===== src/rtl/bounce_gen_if.sv =====
// bounce_gen_if: control and observation signals of the switch-bounce emulator.
//   en       1 = emulate bounce, 0 = passthrough
//   in       clean switch level
//   sw_out   bouncy level towards the debouncer
//   busy     burst in progress
//   glitches sw_out transitions in the current or last burst (saturating)
interface bounce_gen_if;
    logic       en;
    logic       in;
    logic       sw_out;
    logic       busy;
    logic [7:0] glitches;
    modport master (output en, in, input sw_out, busy, glitches);
    modport slave (input en, in, output sw_out, busy, glitches);
endinterface


===== src/rtl/bounce_gen.sv =====
// bounce_gen: turns each edge of a clean level into a bounded pseudo-random toggle burst.
//   clk    system clock, rising edge
//   reset  synchronous, active-high
//   bus    bounce_gen_if slave: en, in in; sw_out, busy, glitches out
module bounce_gen #(
    parameter int          BOUNCE_CYCLES = 32,
    parameter int          MIN_HOLD      = 2,
    parameter int          HOLD_BITS     = 2,
    parameter logic [15:0] SEED          = 16'hACE1
) (
    input logic          clk,
    input logic          reset,
    bounce_gen_if.slave  bus
);
    typedef enum logic {IDLE, BOUNCE} state_t;
    state_t      state, n_state;
    logic        in_q, target, n_target, sw, n_sw;
    logic [15:0] window, n_window, lfsr;
    logic [31:0] hold, n_hold, reload;
    logic [7:0]  gl, n_gl, gl_inc;
    // hold counts down to zero, so a reload of MIN_HOLD+r-1 gives a run of MIN_HOLD+r cycles
    assign reload = 32'(MIN_HOLD) + 32'(lfsr[HOLD_BITS-1:0]) - 32'd1;
    assign gl_inc = (gl == 8'hFF) ? 8'hFF : gl + 8'd1;
    always_ff @(posedge clk) begin
        if (reset) begin
            in_q   <= 1'b0;
            target <= 1'b0;
            sw     <= 1'b0;
            state  <= IDLE;
            window <= 16'd0;
            hold   <= 32'd0;
            gl     <= 8'd0;
            lfsr   <= SEED;
        end else begin
            in_q   <= bus.in;
            target <= n_target;
            sw     <= n_sw;
            state  <= n_state;
            window <= n_window;
            hold   <= n_hold;
            gl     <= n_gl;
            lfsr   <= {1'b0, lfsr[15:1]} ^ (lfsr[0] ? 16'hB400 : 16'h0000);
        end
    end
    always_comb begin
        n_state  = state;
        n_target = target;
        n_sw     = sw;
        n_window = window;
        n_hold   = hold;
        n_gl     = gl;
        if (!bus.en) begin
            n_sw     = in_q;
            n_target = in_q;
            n_state  = IDLE;
        end else if (state == IDLE) begin
            if (in_q != target) begin
                n_target = in_q;
                n_sw     = in_q;
                n_window = 16'(BOUNCE_CYCLES - 1);
                n_hold   = reload;
                n_gl     = 8'd1;
                n_state  = BOUNCE;
            end
        end else if (in_q != target) begin
            // a new input edge restarts the window without leaving the burst
            n_target = in_q;
            n_sw     = in_q;
            n_window = 16'(BOUNCE_CYCLES - 1);
            n_hold   = reload;
            n_gl     = (sw != in_q) ? gl_inc : gl;
        end else if (window == 16'd0) begin
            n_sw    = target;
            n_state = IDLE;
            n_gl    = (sw != target) ? gl_inc : gl;
        end else begin
            n_window = window - 16'd1;
            n_sw     = (hold == 32'd0) ? !sw : sw;
            n_gl     = (hold == 32'd0) ? gl_inc : gl;
            n_hold   = (hold == 32'd0) ? reload : hold - 32'd1;
        end
    end
    assign bus.sw_out   = sw;
    assign bus.busy     = (state == BOUNCE);
    assign bus.glitches = gl;
endmodule


===== src/flat_wrapper.sv =====
// flat-port wrapper written by rule: the top's interface ports become plain ports
module bounce_gen_flat 
#(
    parameter int          BOUNCE_CYCLES = 32,
    parameter int          MIN_HOLD      = 2,
    parameter int          HOLD_BITS     = 2,
    parameter logic [15:0] SEED          = 16'hACE1
)
  (clk, reset, bus_en, bus_in, bus_sw_out, bus_busy, bus_glitches);
  bounce_gen_if bus_i ();
  input logic clk;
  input logic reset;
  input wire logic [$bits(bus_i.en)-1:0] bus_en;
  input wire logic [$bits(bus_i.in)-1:0] bus_in;
  output wire logic [$bits(bus_i.sw_out)-1:0] bus_sw_out;
  output wire logic [$bits(bus_i.busy)-1:0] bus_busy;
  output wire logic [$bits(bus_i.glitches)-1:0] bus_glitches;
  assign bus_i.en = bus_en;
  assign bus_i.in = bus_in;
  assign bus_sw_out = bus_i.sw_out;
  assign bus_busy = bus_i.busy;
  assign bus_glitches = bus_i.glitches;
  bounce_gen #(.BOUNCE_CYCLES(BOUNCE_CYCLES), .MIN_HOLD(MIN_HOLD), .HOLD_BITS(HOLD_BITS), .SEED(SEED)) u_core (.clk(clk), .reset(reset), .bus(bus_i));
endmodule

===== config.mk =====
export PLATFORM = sky130hd
export DESIGN_NAME = bounce_gen_flat
export DESIGN_NICKNAME = d
export VERILOG_FILES = /design/src/rtl/bounce_gen_if.sv /design/src/rtl/bounce_gen.sv /design/src/flat_wrapper.sv
export SDC_FILE = /design/constraint.sdc
export NUM_CORES = 1
export LEC_CHECK = 0
export ABC_AREA = 1
export CAP_MARGIN = 15
export CORE_AREA = 2 2 89 91
export CTS_CLUSTER_SIZE = 30
export DETAILED_ROUTE_END_ITERATION = 6
export DIE_AREA = 0 0 91 93
export GPL_TIMING_DRIVEN = 0
export PLACE_DENSITY = 0.76
export SLEW_MARGIN = 20
export SYNTH_ARGS = -nofsm -noshare
export SYNTH_HDL_FRONTEND = slang
export SYNTH_SLANG_ARGS = --single-unit

===== constraint.sdc =====
create_clock -name clk -period 1.85 [get_ports clk]
set_clock_uncertainty 0.1 [all_clocks]
set_input_delay 0.37 -clock clk [delete_from_list [all_inputs] [get_ports clk]]
set_output_delay 0.37 -clock clk [all_outputs]
set_load 0.1 [all_outputs]

==> metrics, run 1 <==
met3 WL 821 µm; Clk pwr share 25.8%; post-synthesis compound-gate area fraction 10.8%; Met1 Wirelength 4870 µm; CTS tree yes; Area Overhead vs Synth 22.7%; # rows 32; Antenna Cells 0; highest-count cells in the layout ignoring fill and taps nand2_1 (131), nor2_1 (86), inv_1 (81), dfxtp_1 (51), nand3_1 (39); syn_area_per_cell 6.80 µm²; GR Overflow Total 0; final hold vios 0; first-pass GRT wire length 19000 µm; ANT nets after route 0; combinational fraction of design power 38.2%; dpl ws -0.398 ns; Pwr per Cell Area 958 nW/µm²; H-tree Lvls 3; CTS root buf clkbuf_8; RePlAce Congestion 0.899; core utilization of the finished layout 73.4%; proportion of layout cells with a drive suffix above 1 26.6%; Cell Int Power 3.15 mW; cell count after synthesis 662; flops & latches, synth 76; GRT Resource Usage Total 27.9%; crit path time final 1.80 ns; top sig layer met4; Synth Area in Simple Gates 39.7%; Post-Synth Adder-Cell Area 1.95%; Wirelength per Cell 14.6 µm; nets 720; Bufs on Longest Clock Path 2; Min-Delay Path Class flip-flop to flip-flop; Final period util 97.5%; power share of the sequential group 36.0%; Post-Layout Cell Count 816; RSZ-0062 raised after global routing true; largest net degree at the start of global routing 16; main combinational cell family by area after synthesis simple AND/OR/NAND/NOR gates; endpoints failing setup 0; Clock Latency Late Sink 0.37 ns; fraction of registers with async set/reset 0%; post-synthesis sequential area ratio 33.8%; placed cells 777; drt total wl 11900 µm; Clock transition at path regs 0.09 ns; critical-path maximum fanout 5; Worst Setup Start Kind flip-flop; IO Pins 14; Lkg Pwr 2.57 nW; Synth Warn # 0; initial antenna violation count 0; Worst Setup End Kind flip-flop; status finished, final reports clean; post-DP HPWL 8070 µm; core area 7530 µm²; Psw 2.15 mW; Max Cap Violations 0; Syn Nets 673; library cells used by synthesis 47; clock sinks 76; vias in the first global route 4087; mapped cell area 4500 µm²; DRC viols 0; Tightest Pin Transition 0.548 ns; mux contribution to synthesized area 0%; commonest non-fill, non-tap cell in the layout nand2_1; Initial Util 59.8%; Post-Synth XOR/XNOR Area 3.70%; Crit path required time 2.07 ns; fmax 0.555 GHz; Setup WS post-layout 0.0467 ns; initial DRC count 293; total power 5.29 mW; worst setup path category flip-flop to flip-flop; die area 8460 µm²; met2 routed WL 5890 µm; critical path arrival 2.02 ns; VDD IR max 668 µV; CTS buffer count 9; Max Slew Vio Count 0; Synth Flop Type dfxtp_1; via count 4490; switching part of the total 40.5%; DR pass1 iterations 5; IO buf count 13; Die H 93 µm; hold buffers post-CTS 0; EDFF count, synth 0; via/cell ratio 5.50; worst rel slew slack 63.5%; width of the chip 91 µm
==> cells by family after synthesis <==
family / Yosys count
compound gates: 80
xor+xnor: 19
fa+ha+maj: 7
buf+inv: 106
flops: 76
simple gates: 374
==> layer usage <==
layer  GRT usage [%]  vias up
met5               0        -
met4            11.6        0
met3            4.59       31
met2            48.1      172
met1            34.8     2080
li1                -     2207
==> power groups by stage <==
stage	Sequential [mW]	Combinational [mW]	Clock (mW)
after floorplan	2.05	1.18	0
after global placement	1.91	1.62	0
after detailed placement	1.92	1.65	0
after CTS	1.88	1.74	1.38
after global routing	1.92	2.21	1.45
final	1.91	2.02	1.36
==> stage by stage <==
step	setup TNS, ns	hold WS, ns	cell area (µm²)
final	0	0.307	5520
after global routing	-0.145	0.327	5520
after CTS	-0.00577	0.307	5110
after detailed placement	-18.88	0.294	4780
after global placement	-18.22	0.291	4780
after floorplan	0	0.288	4520
==> cell type report <==
type	count	area, µm²
buffer	16	146
clock buffer	9	124
clock inverter	7	78.8
fill	604	2000
inverter	90	347
multi-input combinational	482	2810
sequential	76	1560
tap	102	128
timing repair buffer	34	328
==> synthesized netlist by cell type (3+ instances only) <==
| cell | count | area, µm² |
|---|---|---|
| or2_2 | 4 | 25.0 |
| nand2_2 | 8 | 50.1 |
| buf_6 | 6 | 67.6 |
| dfxtp_1 | 76 | 1520 |
| nor2_4 | 4 | 45.0 |
| buf_2 | 3 | 15.0 |
| nand2_1 | 141 | 529 |
| nand3_4 | 3 | 52.6 |
| nor2_8 | 3 | 60.1 |
| nand4_1 | 16 | 100 |
| xor2_1 | 12 | 105 |
| nor3_1 | 10 | 50.1 |
| nor2_2 | 13 | 81.3 |
| or2_0 | 4 | 25.0 |
| clkbuf_1 | 5 | 18.8 |
| nand3_1 | 41 | 205 |
| nor2_1 | 107 | 402 |
| o21ai_1 | 3 | 15.0 |
| a31oi_1 | 3 | 18.8 |
| a21oi_1 | 31 | 155 |
| o21ai_0 | 28 | 140 |
| inv_1 | 88 | 330 |
| ha_1 | 7 | 87.6 |
| o21bai_1 | 3 | 22.5 |
| and3_1 | 5 | 31.3 |
| nor3_2 | 3 | 30.0 |
| xnor2_1 | 7 | 61.3 |
==> flip-flops by register name, summed over array words and instances (netlist names) <==
name / count
u_core.window: 16
u_core.in_q: 1
u_core.bus.glitches: 8
u_core.target: 1
u_core.bus.sw_out: 1
u_core.hold: 32
u_core.lfsr: 16
u_core.bus.busy: 1
==> final timing paths <==
path | slack [ns] | endpoint | cells past startpoint | startpoint
hold / removal | 0.31 | u_core.lfsr[1] | 2 | u_core.lfsr[2]
setup / recovery | 0.05 | u_core.hold[22] | 11 | u_core.hold[0]
hold reg to reg | 0.31 | u_core.lfsr[1] | 2 | u_core.lfsr[2]
setup reg to reg | 0.05 | u_core.hold[22] | 11 | u_core.hold[0]
==> timing repair <==
action / 4_1_cts / 5_1_grt
cloned: 1 / 3
resized for setup: 49 / 100
endpoints found under the setup margin: 53 / 52
pin swaps: 8 / 23
buffers inserted: 9 / 10
==> worst max-delay path, stage by stage, from the launching register on <==
cell and delay (ns):
dfxtp_2 0.34, inv_2 0.08, ha_4 0.16, nand3_4 0.08, nor2_4 0.11, nand3_4 0.12
o21ai_4 0.25, buf_6 0.16, nand3_4 0.07, nand2_1 0.09, inv_1 0.06, nor2_2 0.11
Power figures use the tool's default switching activity.
==> run 2, diff against run 1 <==
- CORE_AREA: 2 2 89 91 -> 2 2 98 100
- DIE_AREA: 0 0 91 93 -> 0 0 100 102
- GPL_ROUTABILITY_DRIVEN: default -> 0
- PLACE_DENSITY: 0.76 -> 0.64
- SLEW_MARGIN: 20 -> 15
==> run 2 against run 1 <==
  * First-iteration DRC count shrank 26%
  * Cell count grew 1.3%
  * Largest power group unchanged
  * Worst setup slack gained 0.0041 ns
  * Sequential cell count is the same
  * Sequential power is essentially flat
  * Critical path type unchanged
  * Clock power grew 3%
  * Maximum frequency grew 0.23%
  * Critical path depth shrank 2
  * Sequential share of layout area shrank 0.29 points
==> metrics, run 2 (synthesized netlist as in run 1, its figures left out) <==
Max Slew Vio Count 0 (unchanged); DRC viols 0 (unchanged); max reg flops 32 (unchanged); post-DP HPWL 8350 µm (was 8070 µm); Worst Setup End Kind flip-flop (unchanged); core area 9110 µm² (was 7530 µm²); GRT busiest layer met2 (unchanged); worst setup path category flip-flop to flip-flop (unchanged); initial antenna violation count 0 (unchanged); drt total wl 11800 µm (was 11900 µm); highest-count cells in the layout ignoring fill and taps nand2_1 (129), nor2_1 (88), inv_1 (80), dfxtp_1 (52), nand3_1 (40) (was nand2_1 (131), nor2_1 (86), inv_1 (81), dfxtp_1 (51), nand3_1 (39)); ANT nets after route 0 (unchanged); initial DRC count 218 (was 293); via/cell ratio 5.23 (was 5.50); status finished, final reports clean (unchanged); DR pass1 iterations 6 (was 5); hold buffers post-CTS 0 (unchanged); first-pass GRT wire length 19100 µm (was 19000 µm); CTS root buf clkbuf_8 (unchanged); placed cells 786 (was 777); Largest regs u_core.hold x32, u_core.lfsr x16, u_core.window x16 (unchanged); Final period util 97.3% (was 97.5%); critical path arrival 1.97 ns (was 2.02 ns); fmax 0.556 GHz (was 0.555 GHz); CTS tree yes (unchanged); M3 GR Usage 4.72% (was 4.59%); Pwr per Cell Area 950 nW/µm² (was 958 nW/µm²); endpoints failing setup 0 (unchanged); proportion of layout cells with a drive suffix above 1 26.3% (was 26.6%); Worst Setup Start Kind flip-flop (unchanged); core utilization of the finished layout 61.2% (was 73.4%); CTS buffer count 9 (unchanged); GRT Resource Usage Total 23.8% (was 27.9%); total power 5.30 mW (was 5.29 mW); Lkg Pwr 2.61 nW (was 2.57 nW); Post-Layout Cell Count 827 (was 816); GR Overflow Total 0 (unchanged); Antenna Cells 0 (unchanged); worst rel slew slack 63.6% (was 63.5%); die area 10200 µm² (was 8460 µm²); IO Pins 14 (unchanged); final hold vios 0 (unchanged); Min-Delay Path Class flip-flop to flip-flop (unchanged); Reg with most FFs u_core.hold (unchanged); Crit path required time 2.02 ns (was 2.07 ns); Tightest Pin Transition 0.545 ns (was 0.548 ns); critical-path maximum fanout 10 (was 5); crit path time final 1.80 ns (about the same); Bufs on Longest Clock Path 2 (unchanged); RSZ-0062 raised after global routing true (unchanged); M1 GR Usage 29.9% (was 34.8%); clock sinks 76 (unchanged); Max Cap Violations 0 (unchanged); Die H 102 µm (was 93 µm); nets 722 (was 720); Initial Util 49.4% (was 59.8%); Wirelength per Cell 14.3 µm (was 14.6 µm); largest net degree at the start of global routing 17 (was 16); Clock Latency Late Sink 0.37 ns (about the same); H-tree Lvls 3 (unchanged); VDD IR max 473 µV (was 668 µV); Setup TNS Final 0 ns (unchanged); commonest non-fill, non-tap cell in the layout nand2_1 (unchanged); Area Overhead vs Synth 23.9% (was 22.7%); vias in the first global route 4026 (was 4087); IO buf count 13 (unchanged); met2 usage 40.1% (was 48.1%); width of the chip 100 µm (was 91 µm); # rows 35 (was 32); Clock transition at path regs 0.10 ns (was 0.09 ns); via count 4322 (was 4490)
-- run 2: cell types whose count changed in the layout (fill, tap and decap cells not counted), moves of 2 or more --
cell and delta:
a21oi_1 +3, a21oi_2 -4, buf_12 +3, clkinv_4 +2
inv_2 +2, inv_4 -2, nand2_1 -2, nor2_1 +2
-- run 2: routing by layer --
layer | wire [µm] | vias to the layer above
li1 | - | 2207
met1 | 5350 | 2006
met2 | 5670 | 88
met3 | 524 | 21
met4 | 281 | 0
met5 | 0 | -
-- run 2: worst paths after layout --
check	to	startpoint	slack, ns	depth (start not counted)
hold reg to reg	u_core.lfsr[1]	u_core.lfsr[2]	0.31	2
setup reg to reg	u_core.hold[20]	u_core.bus.busy	0.05	9
hold / removal	u_core.lfsr[1]	u_core.lfsr[2]	0.31	2
setup / recovery	u_core.hold[20]	u_core.bus.busy	0.05	9
-- run 2: power by group --
| group | total, mW | switching [mW] | internal, mW | leakage, nW |
|---|---|---|---|---|
| Sequential | 1.91 | 0.141 | 1.77 | 0.634 |
| Combinational | 1.99 | 1.26 | 0.737 | 1.86 |
| Clock | 1.40 | 0.741 | 0.658 | 0.109 |
| Total | 5.30 | 2.14 | 3.16 | 2.61 |
-- run 2: cell type report --
| cell class | count | area, µm² |
|---|---|---|
| plain buffers | 16 | 145 |
| inverters | 90 | 344 |
| fillers | 800 | 3530 |
| repair buffers | 37 | 389 |
| flip-flops and latches | 76 | 1560 |
| clock buffers | 9 | 124 |
| well taps | 111 | 139 |
| clock inverters | 7 | 92.6 |
| multi-input cells | 481 | 2780 |
-- run 2: stage by stage --
step                      area [µm²]  hold WS [ns]  worst slack, ns
after floorplan                 4520         0.288          0.00923
after global placement          4790         0.290           -0.392
after detailed placement        4790         0.298           -0.400
after CTS                       5200         0.311          -0.0127
after global routing            5580         0.326          -0.0634
final                           5580         0.308           0.0508
-- run 2: critical path: stages (launching register included) --
cell        delay (ns)
dfxtp_4           0.36
buf_6             0.14
clkinvlp_4        0.15
nor2_4            0.20
buf_12            0.13
o21ai_4           0.08
a21oi_4           0.27
o21ai_0           0.15
nand2_1           0.08
inv_1             0.03
-- run 2: repair_timing --
item,in CTS,in global routing
gates cloned,2,2
gates resized for setup,51,92
pin swaps,7,24
buffers inserted,9,12
endpoints found under the setup margin,53,53
